### src/rtl/uart_rx.sv
// uart_rx: 8N1 UART receiver with a small first-word fall-through FIFO.
// The serial line is double-flopped, sampled at mid-bit and assembled LSB first.
// Good bytes are queued and offered through a valid/ready handshake.
// Framing errors and FIFO overruns are reported as one-cycle pulses.
// Optional feature macro: UART_RX_PARITY_EN adds an even parity bit after the
// data bits and an o_parity_err pulse output.
module uart_rx #(
  parameter int CLKS_PER_BIT = 16,
  parameter int FIFO_DEPTH   = 4
) (
  input  logic       i_clk,
  input  logic       i_rst,
  input  logic       i_rx,
  output logic [7:0] o_data,
  output logic       o_valid,
  input  logic       i_ready,
  output logic       o_frame_err,
`ifdef UART_RX_PARITY_EN
  output logic       o_parity_err,
`endif
  output logic       o_overrun
);

  localparam int AW = $clog2(FIFO_DEPTH);
  localparam int CW = $clog2(CLKS_PER_BIT);
  localparam logic [CW-1:0] HALF_BIT = CW'(CLKS_PER_BIT / 2 - 1);
  localparam logic [CW-1:0] LAST_CYC = CW'(CLKS_PER_BIT - 1);

`ifdef UART_RX_PARITY_EN
  typedef enum logic [2:0] {IDLE, START, DATA, STOP, BREAK, PARITY} state_t;
`else
  typedef enum logic [2:0] {IDLE, START, DATA, STOP, BREAK} state_t;
`endif

  state_t        state;
  logic          rx_meta;
  logic          rxs;
  logic [CW-1:0] cyc_cnt;
  logic [2:0]    bit_cnt;
  logic [7:0]    shift;
  logic          stop_sample;
  logic          push;
  logic          pop;
  logic          full;
  logic          empty;
  logic [AW:0]   wr_ptr;
  logic [AW:0]   rd_ptr;
  logic [7:0]    mem [FIFO_DEPTH];

`ifdef UART_RX_PARITY_EN
  logic          par_bit;
  logic          parity_ok;
  assign parity_ok = ~(^shift ^ par_bit);
`endif

  // Two-flop synchronizer; the line idles high so both stages reset to 1.
  always_ff @(posedge i_clk) begin
    if (i_rst) begin
      rx_meta <= 1'b1;
      rxs     <= 1'b1;
    end else begin
      rx_meta <= i_rx;
      rxs     <= rx_meta;
    end
  end

  // The stop sample is the single cycle on which a finished byte may enter the FIFO.
  assign stop_sample = (state == STOP) && (cyc_cnt == LAST_CYC);
`ifdef UART_RX_PARITY_EN
  assign push = stop_sample && rxs && parity_ok;
`else
  assign push = stop_sample && rxs;
`endif

  assign pop     = o_valid && i_ready;
  assign empty   = (wr_ptr == rd_ptr);
  assign full    = (wr_ptr[AW] != rd_ptr[AW]) && (wr_ptr[AW-1:0] == rd_ptr[AW-1:0]);
  assign o_valid = !empty;
  assign o_data  = mem[rd_ptr[AW-1:0]];

  // Receive FSM: find the start bit, sample each bit at its centre, check the stop bit.
  always_ff @(posedge i_clk) begin
    if (i_rst) begin
      state       <= IDLE;
      cyc_cnt     <= '0;
      bit_cnt     <= '0;
      shift       <= '0;
      o_frame_err <= 1'b0;
`ifdef UART_RX_PARITY_EN
      par_bit      <= 1'b0;
      o_parity_err <= 1'b0;
`endif
    end else begin
      o_frame_err <= 1'b0;
`ifdef UART_RX_PARITY_EN
      o_parity_err <= 1'b0;
`endif
      case (state)
        IDLE: begin
          cyc_cnt <= '0;
          bit_cnt <= '0;
          if (!rxs) state <= START;
        end
        START: begin
          if (cyc_cnt == HALF_BIT) begin
            cyc_cnt <= '0;
            bit_cnt <= '0;
            state   <= rxs ? IDLE : DATA;
          end else begin
            cyc_cnt <= cyc_cnt + 1'b1;
          end
        end
        DATA: begin
          if (cyc_cnt == LAST_CYC) begin
            cyc_cnt <= '0;
            shift   <= {rxs, shift[7:1]};
            bit_cnt <= bit_cnt + 1'b1;
            if (bit_cnt == 3'd7) begin
`ifdef UART_RX_PARITY_EN
              state <= PARITY;
`else
              state <= STOP;
`endif
            end
          end else begin
            cyc_cnt <= cyc_cnt + 1'b1;
          end
        end
`ifdef UART_RX_PARITY_EN
        PARITY: begin
          if (cyc_cnt == LAST_CYC) begin
            cyc_cnt <= '0;
            par_bit <= rxs;
            state   <= STOP;
          end else begin
            cyc_cnt <= cyc_cnt + 1'b1;
          end
        end
`endif
        STOP: begin
          if (cyc_cnt == LAST_CYC) begin
            cyc_cnt <= '0;
            if (!rxs) begin
              o_frame_err <= 1'b1;
              state       <= BREAK;
            end else begin
`ifdef UART_RX_PARITY_EN
              o_parity_err <= !parity_ok;
`endif
              state <= IDLE;
            end
          end else begin
            cyc_cnt <= cyc_cnt + 1'b1;
          end
        end
        BREAK: begin
          cyc_cnt <= '0;
          if (rxs) state <= IDLE;
        end
        default: state <= IDLE;
      endcase
    end
  end

  // FIFO storage and pointers; a push into a full FIFO is only accepted alongside a pop.
  always_ff @(posedge i_clk) begin
    if (i_rst) begin
      wr_ptr    <= '0;
      rd_ptr    <= '0;
      o_overrun <= 1'b0;
      for (int i = 0; i < FIFO_DEPTH; i++) mem[i] <= '0;
    end else begin
      o_overrun <= push && full && !pop;
      if (push && (!full || pop)) begin
        mem[wr_ptr[AW-1:0]] <= shift;
        wr_ptr              <= wr_ptr + 1'b1;
      end
      if (pop) rd_ptr <= rd_ptr + 1'b1;
    end
  end

endmodule
### config.mk
export PLATFORM = sky130hd
export DESIGN_NAME = uart_rx
export DESIGN_NICKNAME = d
export VERILOG_FILES = /design/src/rtl/uart_rx.sv
export SDC_FILE = /design/constraint.sdc
export NUM_CORES = 1
export LEC_CHECK = 0
export BUFFER_PORTS_ARGS = -buffer_cell sky130_fd_sc_hd__buf_2
export CAP_MARGIN = 20
export CORE_ASPECT_RATIO = 1.4
export CORE_MARGIN = 2
export CORE_UTILIZATION = 42
export DETAILED_ROUTE_END_ITERATION = 7
export PLACE_DENSITY = 0.62
export SLEW_MARGIN = 40
export SYNTH_ARGS = -nofsm -noshare
export SYNTH_HDL_FRONTEND = slang
export SYNTH_SLANG_ARGS = --single-unit
### constraint.sdc
create_clock -name i_clk -period 3.3 [get_ports i_clk]
set_clock_uncertainty 0.15 [all_clocks]
set_input_delay 0.66 -clock i_clk [delete_from_list [all_inputs] [get_ports i_clk]]
set_output_delay 0.66 -clock i_clk [all_outputs]
set_load 0.02 [all_outputs]
# Yosys cells after proc, flatten, opt, wreduce, memory -nomap -nowiden
# Memories as Yosys holds them, arrays and structs flattened. A register that Yosys moved wholly into a read port is not among the register bits.
# Cells that the tools add are included.
dict set report totals {
  register_bits 28
  latchBits 0
  ramBits 32
  rom_bits 0
  inputBits 4
  out_inout_bits 11
  elab_cells 80
  memories 1
}
dict set report op_classes {
  n_addsub 4
  multipliers 0
  div_mod_pow 0
  magnitude_cmp 0
  n_eq_ne 16
  shift 0
  n_mux 26
  bitwise_logic 2
  n_reduce_logical 21
}
# memory depth width rd rd_ports_with_merged_regs write_ports line
set mem_list {}
lappend mem_list {mem 4 8 1 1 4 48} ;# logic [7:0] mem [FIFO_DEPTH];
# operator n
set ops {}
lappend ops {{3-bit two-way mux} 9}
lappend ops {{3-bit case mux with 5 select lines} 1}
lappend ops {{4-bit case mux with 3 select lines} 1}
lappend ops {{2-bit != test, second input constant} 5}
lappend ops {{3-bit by 1-bit adder with 3-bit output, second input constant} 3}
lappend ops {{3-bit case mux with 3 select lines} 1}
lappend ops {{2-bit two-way mux} 4}
lappend ops {{4-bit two-way mux} 2}
lappend ops {{8-bit two-way mux} 1}
lappend ops {{8-bit OR reduction} 1}
lappend ops {{1-bit logical AND} 7}
lappend ops {{1-bit two-way mux} 7}
lappend ops {{3-bit by 2-bit == test with 1-bit output, second input constant} 2}
lappend ops {{3-bit == test, second input constant} 2}
lappend ops {{6-bit AND reduction} 1}
lappend ops {{3-bit nonzero test} 2}
lappend ops {{4-bit by 1-bit adder with 4-bit output, second input constant} 1}
lappend ops {{4-bit by 3-bit == test with 1-bit output, second input constant} 1}
lappend ops {{4-bit == test, second input constant} 1}
lappend ops {{2-bit OR reduction} 2}
lappend ops {{3-bit by 1-bit == test with 1-bit output, second input constant} 1}
lappend ops {{3-bit == test} 1}
lappend ops {{1-bit zero test} 3}
lappend ops {{3-bit zero test} 1}
lappend ops {{other kinds (8)} 9}

# Depth between registers and ports, before layout
# Gate-level depths: netlist of run 1.
dict set report depth {
  word_depth 10
  depth_mapped 6
  ltp_nobuf 6
}

# Worst setup path after synthesis of run 1
# OpenSTA, ideal clock, no wires.
dict set report synth_timing {
  path_kind {reg-to-reg}
  startpoint {register cyc_cnt[0]}
  endpoint {memory mem[0][0] (enable)}
  setup_time_ps 323
  arrival_time_ps 1739
  t_required_ps 2827
  slack_ps 1088
  stages_incl_launch_ff 7
  path_buffers 1
  synth_period_minus_slack_ps 2212
  path_cell_list {dfxtp_1 -> ha_1 -> nand2b_1 -> or2_2 -> or4_1 -> buf_6 -> o21bai_4}
}
# item line
set synth_rtl {}
lappend synth_rtl {{start: declaration} 38} ;# logic [CW-1:0] cyc_cnt;
lappend synth_rtl {{start signal: assignment} 110} ;# cyc_cnt <= cyc_cnt + 1'b1;
lappend synth_rtl {{start signal: assignment} 126} ;# cyc_cnt <= cyc_cnt + 1'b1;
lappend synth_rtl {{start signal: assignment} 153} ;# cyc_cnt <= cyc_cnt + 1'b1;
lappend synth_rtl {{end: declaration} 48}

==> results.md, run 1 <==
Timing:
- The final worst-path cycle share is around 77%.
- The post-layout minimum cycle time is ~2.5 ns.
- At the pin with the least slew margin, the transition time is approximately 0.75 ns.
- The maximum clock rate is a little under 400 MHz.
- The total count of hold-check failures in the final report came to 0.
- In the post-route analysis, the smallest setup slack over all paths is 0.751 ns.
- The number of pins exceeding their max-slew limit in the final report came to 0.
- Setup violations remaining at the end of the flow were counted as 0.
- Setup repair after global routing left no endpoint under its margin.
- Summed over all failing endpoints, the final setup total negative slack is 0 ns.
- The normalized max-slew margin is roughly 50%.

Die:
- The height of the die is a little under 100 um.
- The area of the placeable core is 0.00625 mm2.
- The top-level I/O count is 15.
- The total die area is between 0.007 and 0.008 mm2.
- Measured along the x axis, the die boundary spans ~72 um.
- The starting utilization of the core area is between 40% and 50%.
- The total number of placement rows is 34.

Min path:
- The classification of the worst-slack hold path is flop to flop.
- The startpoint identified for the worst hold timing path is rx_meta$_SDFF_PP1_.

Layout:
- The number of nets in the final layout is between 200 and 300.
- The number of filler cells placed in the layout is between 500 and 600.
- In the final layout, the share of cells above drive strength 1 is between 20% and 30%.
- The number of antenna diodes is 0.
- Relative to the synthesized area, the layout overhead comes to 13.3%.

Clock network:
- In this run the clock root is driven by a sky130_fd_sc_hd__clkbuf_8.
- The count of hold-fix buffers inserted at cts is 0.
- The later pin in the worst-skew pair is clocked with a latency of 0.34 ns.
- TritonCTS created 9 clock buffers.
- The buffer depth of the longest clock path is 2.
- Gates resized during post-CTS repair numbered 0.
- Counting every sink on the clock net gives 62.
- After clock tree synthesis, the clock-pin slew on the worst setup and hold paths is 0.07 ns.
- Buffers added to address setup during post-CTS repair amount to 0.
- The CTS H-tree depth is 3.
- TritonCTS built the clock tree.

Drt:
- Dividing the detail-routed wire length by the instance count gives about 16 um.
- The final route contains between 1500 and 2000 vias.
- Using the TritonRoute via totals, the vias-per-cell ratio works out to around 5.3.
- Before antenna repair, the detailed router went through 4 iterations.
- Once detail routing completed, the nets flagged for antenna violations numbered 0.
- For this block, the initial DRC count from the detailed router was 89.
- The final wirelength is 5080 um.
- The detailed-route DRC error count is 0.

Power:
- The switching part of the total power is 19.7%.
- The internal power of the cells totals around 1300 uW.
- The total net switching power is 320 uW.
- The total power divided by cell area is 527 mW/mm2.
- The register share of total power is 51.2%.
- The leakage dissipation is around 0.0011 uW.
- Combinational logic burns 2.6% of the power.
- VDD sags by at most 270 uV.
- The share of total power dissipated in the clock network is approximately 46%.

Critical path:
- The launch point of the worst reg-to-reg path is cyc_cnt[0]$_SDFFE_PP0P_.
- STA classifies the critical path endpoint as a flop.
- The critical-path maximum fanout is 9.
- STA puts the critical path data required time at between 3 and 4 ns.
- The startpoint of the most critical setup path is cyc_cnt[0]$_SDFFE_PP0P_.
- The critical path goes through ha_1 > nand2b_1 > or2_2 > or4_1 > o21bai_4.
- The kind of launch point of the worst setup path is a flop.
- For this run, the slowest stage of the critical path takes 0.67 ns.
- Data arrives at the worst endpoint at between 2 and 2.5 ns.
- Among all stages on the critical path, the largest delay is contributed by sky130_fd_sc_hd__or4_1.
- The start-to-end type of the worst setup path is flop to flop.

Logic synthesis:
- Averaged over all synthesized cells, the footprint is approximately 12 um2.
- The mapped netlist covers 0.00272 mm2.
- The synthesized design spends more area on one cell type than any other, namely sky130_fd_sc_hd__edfxtp_1.
- The yosys synthesis warning count is 0.
- The area share of the largest cell type after synthesis is a little over a third.
- The dominant synthesized flop cell is sky130_fd_sc_hd__edfxtp_1.
- The number of instances in the synthesized netlist is 231.
- The post-synthesis cell type count is between 40 and 50.
- Counting flops with a built-in enable in the synthesized netlist gives 32.
- Counting flops and latches in the post-synthesis netlist gives between 60 and 70.
- The synthesized net count is 240.
- By area the synthesized netlist is led by sky130_fd_sc_hd__edfxtp_1 (35%), sky130_fd_sc_hd__dfxtp_1 (22%), sky130_fd_sc_hd__mux4_2 (6.6%).
- The sequential fraction of the synthesis area is between 50% and 60%.
- The proportion of register bits with asynchronous set or reset after synthesis is 0%.

Global routing:
- The number of antenna violations at the first check in global routing is 0.
- The number of global-route vias before repair is roughly 1700.
- The total congestion overflow after global routing is 0.
- In the global route stage, overall resource usage came out at roughly 16%.
- The first global-routing pass estimated between 8000 and 9000 um of wire.
- The pin count of the biggest net entering global routing is 23.

Run status:
- The run finished with clean final reports.

Placed design:
- Before CTS, the worst setup slack after placement is around 0.76 ns.
- The last weighted congestion value of the routability-driven placer is 0.752.
- During placement, the flow inserted port buffers numbering 14.
- The detailed-placement wirelength estimate is approximately 3700 um.

Job:
- The count of max-cap constraint violations is 0.
==> power by group through the flow <==
stage / logic [uW] / clock network [uW] / registers, uW
4_1_cts: 42.7 / 764 / 831
5_1_grt: 47.1 / 793 / 831
3_5_place_dp: 42.6 / 0 / 848
6_report: 42.6 / 750 / 830
3_3_place_gp: 41.9 / 0 / 847
2_1_floorplan: 30.8 / 0 / 843
==> routing by layer <==
layer  part of all wire, %  track usage (%)
met1                    41             17.2
met2                    54             27.9
met3                   2.8             5.17
met4                   1.7             6.10
met5                     0                0
==> worst paths after layout <==
path,end,slack (ns),depth (start not counted)
max,mem[0][7]$_SDFFCE_PN0P_,0.75,5
min,rxs$_SDFF_PP1_,0.26,1
max reg2reg,mem[0][7]$_SDFFCE_PN0P_,0.75,5
min reg2reg,rxs$_SDFF_PP1_,0.26,1
==> stage by stage <==
stage / cells / power, uW / util, % / cell area [um2] / hold slack [ns]
after global routing: 325 / 1670 / 49.2 / 3080 / 0.275
after global placement: 309 / 889 / 45.5 / 2840 / 0.245
after floorplan: 231 / 874 / - / 2720 / 0.239
after detailed placement: 309 / 890 / 45.5 / 2840 / 0.244
after CTS: 325 / 1640 / 49.1 / 3070 / 0.260
final: 325 / 1620 / 49.2 / 3080 / 0.260
==> cell usage after synthesis (2+ instances only) <==
| cell | count |
|---|---|
| sky130_fd_sc_hd__mux4_2 | 8 |
| sky130_fd_sc_hd__ha_1 | 5 |
| sky130_fd_sc_hd__nand2_1 | 15 |
| sky130_fd_sc_hd__nor2_1 | 48 |
| sky130_fd_sc_hd__nand4b_1 | 3 |
| sky130_fd_sc_hd__edfxtp_1 | 32 |
| sky130_fd_sc_hd__or4_1 | 3 |
| sky130_fd_sc_hd__nor2b_1 | 3 |
| sky130_fd_sc_hd__a21oi_1 | 5 |
| sky130_fd_sc_hd__nand3_1 | 2 |
| sky130_fd_sc_hd__dfxtp_1 | 30 |
| sky130_fd_sc_hd__o31ai_1 | 2 |
| sky130_fd_sc_hd__mux2i_1 | 12 |
| sky130_fd_sc_hd__xor2_1 | 3 |
| sky130_fd_sc_hd__xnor2_1 | 3 |
| sky130_fd_sc_hd__clkbuf_1 | 6 |
| sky130_fd_sc_hd__xor2_2 | 2 |
| sky130_fd_sc_hd__nor2_2 | 8 |
| sky130_fd_sc_hd__or3_1 | 3 |
| sky130_fd_sc_hd__nand2b_1 | 4 |
| sky130_fd_sc_hd__nor3_1 | 3 |
| sky130_fd_sc_hd__a211oi_1 | 2 |
| sky130_fd_sc_hd__o21ai_0 | 7 |
| sky130_fd_sc_hd__or2_2 | 3 |
| sky130_fd_sc_hd__o21bai_1 | 2 |
==> worst max-delay path: cells and delay by family, from the launching register on <==
kind / cells / cell delay, ns
flops: 1 / 0.37
simple gates: 3 / 1.14
compound gates: 1 / 0.34
fa+ha+maj: 1 / 0.24
==> cells by family after synthesis <==
logic type / Yosys count / synth area share, %
mux: 20 / 11.0
fa+ha+maj: 5 / 2.30
compound gates: 25 / 6.35
flops: 62 / 57.5
simple gates: 100 / 17.7
buf+inv: 11 / 1.98
xor+xnor: 8 / 3.13
==> registers in the layout, indices dropped and copies added, names as in the netlist, named ones only <==
signal       flops
rx_meta          1
bit_cnt          3
shift            8
o_overrun        1
cyc_cnt          4
wr_ptr           3
mem             32
state            3
rxs              1
rd_ptr           3
o_frame_err      1
==> layout by cell type (no fill, tap or decap), drive strengths merged, types with 4 or more instances in the layout <==
cell type,netlist,layout
buf,4,16
mux2i,12,12
nor2,56,56
o21ai,7,7
xor2,5,5
clkbuf,6,12
dfxtp,30,30
nand2b,4,4
a21oi,5,5
ha,5,5
nand2,15,15
mux4,8,8
edfxtp,32,32
==> final cells by class <==
cell class                 instances  area (um2)  area share [%]
sequential                        62        1560            50.7
clock buffer                      12         155            5.04
tap                               72        90.1            2.93
inverter                           1        3.75           0.122
clock inverter                     4        70.1            2.28
timing repair buffer              16        85.1            2.76
multi-input combinational        158        1110            36.1
Note: power is estimated with default switching activity, not from simulation.
==> inputs of run 2 (changes only) <==
--- a/config.mk
+++ b/config.mk
@@ -11,7 +11,7 @@
 export CORE_MARGIN = 2
 export CORE_UTILIZATION = 42
 export DETAILED_ROUTE_END_ITERATION = 7
-export PLACE_DENSITY = 0.62
+export PLACE_DENSITY = 0.65
 export SLEW_MARGIN = 40
 export SYNTH_ARGS = -nofsm -noshare
 export SYNTH_HDL_FRONTEND = slang
==> constraint.sdc (replaced) <==
create_clock -name i_clk -period 2.2 [get_ports i_clk]
set_clock_uncertainty 0.15 [all_clocks]
set_input_delay 0.44 -clock i_clk [delete_from_list [all_inputs] [get_ports i_clk]]
set_output_delay 0.44 -clock i_clk [all_outputs]
set_load 0.02 [all_outputs]
==> results.md, run 2 (synthesis gave the netlist of run 1 again) <==
Die:
- The height of the die is 99.2 um (unchanged).
- The top-level I/O count was 15 (unchanged).
- The total number of placement rows was 34 (unchanged).
- The total die area is 0.00714 mm2 (unchanged).
- The width of the die is 72.0 um (unchanged).
- The starting utilization of the core area is 43.5% (unchanged).
- The area of the placeable core is 0.00625 mm2 (unchanged).

Clock network:
- The clock slew at the register clock pins of the worst setup and hold paths is 0.06 ns (was 0.07 ns).
- The number of CTS-inserted buffers came to 9 (unchanged).
- The count of hold-fix buffers inserted at cts is 0 (unchanged).
- The clock latency at the later pin of the worst-skew pair was 0.33 ns (was 0.34 ns).
- The clock root buffer is sky130_fd_sc_hd__clkbuf_8 (unchanged).
- The buffer depth of the longest clock path was 2 (unchanged).
- The clock tree from TritonCTS is yes (unchanged).
- The CTS H-tree depth came to 3 (unchanged).
- The number of sinks handled by clock tree synthesis is 62 (unchanged).
- The post-CTS setup repair buffer count is 0 (unchanged).

Power:
- The worst-case vdd ir drop was 355 uV (was 270 uV).
- The power share of the combinational group is 3.0% (was 2.6%).
- The total net switching power is 458 uW (was 320 uW).
- The leakage dissipation is 0.00114 uW (was 0.00106 uW).
- The register share of total power is 52.8% (was 51.2%).
- The clock share of power was 44.2% (was 46.2%).
- The total internal power is 1890 uW (was 1300 uW).
- The total power divided by cell area is 735 mW/mm2 (was 527 mW/mm2).
- The switching part of the total power is 19.5% (was 19.7%).

Timing:
- The post-layout minimum cycle time is 2.11 ns (was 2.55 ns).
- The final critical-path setup slack is 0.0884 ns (was 0.751 ns).
- The total count of hold-check failures in the final report is 0 (unchanged).
- The slew of the pin with the lowest slew margin was 0.537 ns (was 0.748 ns).
- The maximum clock rate was 474 MHz (was 392 MHz).
- The final number of setup-violating endpoints is 0 (unchanged).
- The normalized max-slew margin is 64.1% (was 50.1%).
- The post-route setup TNS is 0 ns (unchanged).
- Setup repair after global routing missed its margin: no (unchanged).
- The number of pins exceeding their max-slew limit in the final report was 0 (unchanged).
- The final hold slack is 0.141 ns (was 0.260 ns).
- The final worst-path cycle share was 96.0% (was 77.2%).

Global routing:
- The number of global-route vias before repair is 1738 (was 1681).
- The number of antenna violations at the first check in global routing is 0 (unchanged).
- The pin count of the biggest net entering global routing is 27 (was 23).
- The global-route wire length before repair is 8170 um (was 8310 um).
- The global-route usage over all layers is 15.1% (was 15.8%).
- The total congestion overflow after global routing came to 0 (unchanged).

Placed design:
- The number of placed instances with taps included is 326 (was 309).
- The port buffer count is 14 (unchanged).
- The setup slack at placement was -0.0184 ns (was 0.759 ns).
- The last weighted congestion value of the routability-driven placer is 0.759 (was 0.752).
- The detailed-placement wirelength estimate came to 3560 um (was 3730 um).

Drt:
- The DRC violation total after the first TritonRoute iteration was 84 (was 89).
- The number of vias per cell came to 5.07 (was 5.27).
- The average wire per cell in the routed design is 13.9 um (was 15.6 um).
- The remaining number of nets flagged by the antenna check after routing was 0 (unchanged).
- The first-pass detailed-route iteration total came to 4 (unchanged).
- The detailed-route DRC error count is 0 (unchanged).
- The final wirelength came to 4770 um (was 5080 um).
- The detailed-route via count came to 1735 (was 1713).

Job:
- The count of max-cap constraint violations was 0 (unchanged).

Layout:
- Most frequent cells in the layout: sky130_fd_sc_hd__nor2_1 (48), sky130_fd_sc_hd__edfxtp_1 (32), sky130_fd_sc_hd__dfxtp_1 (30), sky130_fd_sc_hd__buf_4 (18), sky130_fd_sc_hd__nand2_1 (15) (was sky130_fd_sc_hd__nor2_1 (48), sky130_fd_sc_hd__edfxtp_1 (32), sky130_fd_sc_hd__dfxtp_1 (30), sky130_fd_sc_hd__nand2_1 (15), sky130_fd_sc_hd__buf_2 (14)).
- The proportion of layout cells with a drive suffix above 1 is 27.4% (was 22.5%).
- The number of nets in the final layout is 274 (was 257).
- The number of antenna diodes is 0 (unchanged).
- The area occupied by multi-input gates is 0.00112 mm2 (was 0.00111 mm2).
- The flip-flop and latch area was 0.00156 mm2 (unchanged).
- The largest register by flop count is mem (unchanged).
- The flip-flop count of the largest register, all copies and words added is 32 (unchanged).
- The number of filler cells placed in the layout came to 562 (was 569).
- Regs by FF count: mem: 32 flops, shift: 8 flops, cyc_cnt: 4 flops (unchanged).
- The growth of design area from synthesis to finish is 17.6% (was 13.3%).
- The most common cell after layout, fill and taps aside is sky130_fd_sc_hd__nor2_1 (unchanged).
- The final cell count without fillers was 342 (was 325).

Critical path:
- The arrival time at the worst endpoint was 1.97 ns (was 2.42 ns).
- The critical path required time was 2.06 ns (was 3.17 ns).
- The destination of the worst register-to-register timing path was mem[0][6]$_SDFFCE_PN0P_ (was mem[0][7]$_SDFFCE_PN0P_).
- The launch point of the worst reg-to-reg path was cyc_cnt[1]$_SDFFE_PP0P_ (was cyc_cnt[0]$_SDFFE_PP0P_).
- The register-to-register setup slack is 0.09 ns (was 0.75 ns).
- The critical-path maximum fanout is 8 (was 9).
- The start-to-end type of the worst setup path was flop to flop (unchanged).
- The depth of the worst register-to-register path came to 5 (unchanged).
- The timing endpoint of the critical path was mem[0][6]$_SDFFCE_PN0P_ (was mem[0][7]$_SDFFCE_PN0P_).
- The startpoint of the most critical setup path was cyc_cnt[1]$_SDFFE_PP0P_ (was cyc_cnt[0]$_SDFFE_PP0P_).
- The kind of launch point of the worst setup path is a flop (unchanged).
- The kind of end point of the critical path is a flop (unchanged).

Min path:
- The classification of the worst-slack hold path is input port to flop (was flop to flop).

Run status:
- Status: complete, no violations (unchanged).
==> run 2: what timing repair did <==
item                       in CTS  in global routing
gates resized for setup         1                  3
pin swaps                       0                  1
setup endpoints to repair       8                 17
gates cloned                    0                  0
==> run 2: layer usage <==
layer | vias to the layer above | GRT usage, % | part of all wire (%)
met2 | 20 | 26.0 | 54
met5 | - | 0 | 0
met3 | 9 | 3.65 | 2.3
met1 | 807 | 16.8 | 41
li1 | 899 | - | -
met4 | 0 | 8.27 | 2.4
==> run 2: worst min-delay path by stage <==
| stage | startpoint | to | slack [ns] | cells after the start |
|---|---|---|---|---|
| CTS | i_rx | rx_meta$_SDFF_PP1_ | 0.13 | 2 |
| global placement | rx_meta$_SDFF_PP1_ | rxs$_SDFF_PP1_ | 0.24 | 1 |
| finish | i_rx | rx_meta$_SDFF_PP1_ | 0.14 | 2 |
| floorplan | rx_meta$_SDFF_PP1_ | rxs$_SDFF_PP1_ | 0.24 | 1 |
| global route | i_rx | rx_meta$_SDFF_PP1_ | 0.13 | 2 |
| detailed placement | rx_meta$_SDFF_PP1_ | rxs$_SDFF_PP1_ | 0.25 | 1 |
==> run 2: worst max-delay path, cell delays in order, from the launching register on <==
cell	delay, ns
sky130_fd_sc_hd__dfxtp_1	0.36
sky130_fd_sc_hd__ha_2	0.19
sky130_fd_sc_hd__nand2b_1	0.10
sky130_fd_sc_hd__or2_4	0.27
sky130_fd_sc_hd__or4_4	0.44
sky130_fd_sc_hd__o21bai_4	0.27
==> run 2: final cells by class <==
class / instances / share of cell area [%]
tap: 72 / 2.82
inverter: 1 / 0.117
sequential: 62 / 48.9
clock inverter: 5 / 2.31
clock buffer: 11 / 4.11
timing repair buffer: 33 / 6.77
multi-input combinational: 158 / 35.0
==> run 2: power by group through the flow <==
stage          combinational [uW]  clock [uW]  sequential (uW)
2_1_floorplan                46.2           0             1270
3_3_place_gp                 69.6           0             1270
3_5_place_dp                 70.4           0             1270
4_1_cts                      71.1        1060             1240
5_1_grt                      77.2        1110             1240
6_report                     69.7        1040             1240
==> run 2: metrics by stage <==
stage	utilization (%)	cell area [um2]	total power, uW
4_1_cts	50.9	3180	2380
2_1_floorplan	-	2720	1310
3_5_place_dp	47.6	2980	1340
5_1_grt	51.1	3200	2430
3_3_place_gp	47.6	2980	1340
6_report	51.1	3200	2350
==> inputs of run 3 (changes only) <==
--- a/config.mk
+++ b/config.mk
@@ -10,6 +10,7 @@
 export CORE_ASPECT_RATIO = 1.4
 export CORE_MARGIN = 2
 export CORE_UTILIZATION = 42
+export CTS_BUF_LIST = sky130_fd_sc_hd__clkbuf_4 sky130_fd_sc_hd__clkbuf_8
 export DETAILED_ROUTE_END_ITERATION = 7
 export PLACE_DENSITY = 0.65
 export SLEW_MARGIN = 40
==> results.md, run 3 (synthesis gave the netlist of run 1 again) <==
Drt:
- The detailed-route via count is 1744 (was 1735).
- The DRC violation total after the first TritonRoute iteration is 98 (was 84).
- The remaining number of nets flagged by the antenna check after routing is 0 (unchanged).
- The final wirelength is 4820 um (was 4770 um).
- The top metal layer carrying routed signals is met4 (unchanged).
- The detailed-routing wirelength on met1 is 2000 um (was 1960 um).
- The average wire per cell in the routed design is 14.1 um (was 13.9 um).
- The detailed-route DRC error count was 0 (unchanged).
- The number of vias per cell is 5.10 (was 5.07).
- The routed length on met2 is 2610 um (was 2580 um).
- The first-pass detailed-route iteration total is 4 (unchanged).
- The routed length on met3 is 101 um (was 110 um).

Clock network:
- The clock root buffer was sky130_fd_sc_hd__clkbuf_8 (unchanged).
- The post-CTS setup repair buffer count came to 0 (unchanged).
- The clock slew at the register clock pins of the worst setup and hold paths is 0.06 ns (about the same).
- The number of sinks handled by clock tree synthesis came to 62 (unchanged).
- The clock tree from TritonCTS was yes (unchanged).
- The buffer depth of the longest clock path is 2 (unchanged).
- The CTS H-tree depth was 3 (unchanged).
- The count of hold-fix buffers inserted at cts was 0 (unchanged).
- The clock latency at the later pin of the worst-skew pair was 0.33 ns (about the same).
- The number of CTS-inserted buffers is 9 (unchanged).

Timing:
- The post-layout minimum cycle time is 2.11 ns (about the same).
- The total count of hold-check failures in the final report was 0 (unchanged).
- The final worst-path cycle share is 96.0% (about the same).
- Setup repair after global routing missed its margin: no (unchanged).
- The normalized max-slew margin is 64.9% (was 64.1%).
- The maximum clock rate is 474 MHz (about the same).
- The final number of setup-violating endpoints came to 0 (unchanged).
- The slew of the pin with the lowest slew margin is 0.524 ns (was 0.537 ns).
- The number of pins exceeding their max-slew limit in the final report is 0 (unchanged).

Layout:
- The growth of design area from synthesis to finish came to 17.9% (was 17.6%).
- The proportion of layout cells with a drive suffix above 1 was 28.1% (was 27.4%).
- The most common cell after layout, fill and taps aside is sky130_fd_sc_hd__nor2_1 (unchanged).
- The number of nets in the final layout is 274 (unchanged).
- The final cell count without fillers is 342 (unchanged).
- Most frequent cells in the layout: sky130_fd_sc_hd__nor2_1 (48), sky130_fd_sc_hd__edfxtp_1 (32), sky130_fd_sc_hd__dfxtp_1 (30), sky130_fd_sc_hd__buf_4 (18), sky130_fd_sc_hd__nand2_1 (15) (unchanged).
- The largest register by flop count is mem (unchanged).
- The post-route core utilization is 51.2% (was 51.1%).
- Regs by FF count: mem: 32 flops, shift: 8 flops, cyc_cnt: 4 flops (unchanged).
- The summed area of non-filler cells in the final layout is 0.00320 mm2 (about the same).
- The number of antenna diodes is 0 (unchanged).
- The flip-flop count of the largest register, all copies and words added is 32 (unchanged).

Power:
- The power share of the combinational group is 2.9% (was 3.0%).
- The worst-case vdd ir drop is 355 uV (about the same).
- The register share of total power is 52.2% (was 52.8%).
- The total power of the final layout is 2380 uW (was 2350 uW).
- The total net switching power came to 461 uW (was 458 uW).
- The leakage dissipation is 0.00115 uW (was 0.00114 uW).
- The switching part of the total power is 19.4% (was 19.5%).
- The clock share of power is 44.8% (was 44.2%).
- The total internal power is 1920 uW (was 1890 uW).
- The total power divided by cell area is 742 mW/mm2 (was 735 mW/mm2).

Critical path:
- The biggest cell delay along the critical path was 0.44 ns (about the same).
- The kind of launch point of the worst setup path is a flop (unchanged).
- The critical path required time is 2.06 ns (about the same).
- The critical-path maximum fanout is 8 (unchanged).
- The start-to-end type of the worst setup path is flop to flop (unchanged).
- Worst-path cell chain: ha_2 > nand2b_1 > or2_4 > or4_4 > o21bai_4 (unchanged).
- The critical path buffer and inverter count is 0 (unchanged).
- The arrival time at the worst endpoint is 1.97 ns (about the same).
- The master of the slowest instance on the critical path is sky130_fd_sc_hd__or4_4 (unchanged).
- The kind of end point of the critical path is a flop (unchanged).
- The cell type group with the largest total delay on the critical path is simple AND/OR/NAND/NOR gates (unchanged).

Die:
- The starting utilization of the core area is 43.5% (unchanged).
- The height of the die is 99.2 um (unchanged).
- The total number of placement rows was 34 (unchanged).
- The total die area is 0.00714 mm2 (unchanged).
- The width of the die was 72.0 um (unchanged).
- The top-level I/O count is 15 (unchanged).
- The area of the placeable core was 0.00625 mm2 (unchanged).

Global routing:
- The total congestion overflow after global routing came to 0 (unchanged).
- The number of global-route vias before repair is 1741 (was 1738).
- The pin count of the biggest net entering global routing is 27 (unchanged).
- The global-route usage over all layers came to 15.2% (was 15.1%).
- The global-route wire length before repair came to 8220 um (was 8170 um).
- The number of antenna violations at the first check in global routing came to 0 (unchanged).

Placed design:
- The cell area reported after detailed placement is 0.00298 mm2 (unchanged).
- The number of placed instances with taps included came to 326 (unchanged).
- The detailed-placement wirelength estimate is 3560 um (unchanged).
- The port buffer count is 14 (unchanged).
- The last weighted congestion value of the routability-driven placer came to 0.759 (unchanged).

Min path:
- The classification of the worst-slack hold path is input port to flop (unchanged).

Job:
- The count of max-cap constraint violations is 0 (unchanged).

Run status:
- Status: complete, no violations (unchanged).
run 3: through the flow:
step | worst slack [ns] | TNS, ns | hold WS, ns
after floorplan | 0.0323 | 0 | 0.239
after global placement | 0.0545 | 0 | 0.242
after detailed placement | -0.0184 | -0.143 | 0.250
after CTS | 0.00816 | 0 | 0.126
after global routing | 0.0198 | 0 | 0.134
final | 0.0883 | 0 | 0.141
run 3: layout make-up:
type / instances / area, um2
repair buffers: 33 / 216
multi-input cells: 158 / 1120
clock buffers: 11 / 139
well taps: 72 / 90.1
fillers: 563 / 3050
flip-flops and latches: 62 / 1560
clock inverters: 5 / 73.8
inverters: 1 / 3.75
run 3: power groups by stage:
stage	registers, uW	logic, uW	clock network (uW)
2_1_floorplan	1270	46.2	0
3_3_place_gp	1270	69.6	0
3_5_place_dp	1270	70.4	0
4_1_cts	1240	71.2	1090
5_1_grt	1240	77.2	1140
6_report	1240	69.9	1070
run 3: routing by layer:
layer / vias to the layer above / track usage, %
met3: 9 / 3.65
met2: 16 / 26.2
met5: - / 0
li1: 897 / -
met4: 0 / 8.27
met1: 822 / 17.0
run 3: path summary, 6_finish.rpt:
path                                               from                 endpoint  slack (ns)  depth (start not counted)
worst max-delay path            cyc_cnt[1]$_SDFFE_PP0P_  mem[0][6]$_SDFFCE_PN0P_        0.09                          5
worst min register to register       rx_meta$_SDFF_PP1_           rxs$_SDFF_PP1_        0.26                          1
worst max register to register  cyc_cnt[1]$_SDFFE_PP0P_  mem[0][6]$_SDFFCE_PN0P_        0.09                          5
worst min-delay path                               i_rx       rx_meta$_SDFF_PP1_        0.14                          2
run 3: worst reg2reg max path, delay by kind of cell (launching register included):
kind | cells | cell delay (ns)
AO/OA/AOI/OAI | 1 | 0.27
AND/OR/NAND/NOR | 3 | 0.81
flip-flops | 1 | 0.36
adder cells (fa/ha/maj) | 1 | 0.19
run 3: repair_timing:
action,CTS,global route
resized for setup,1,3
pin swaps,0,1
endpoints found under the setup margin,8,17
endpoints found under the hold margin,0,0
gates cloned,0,0
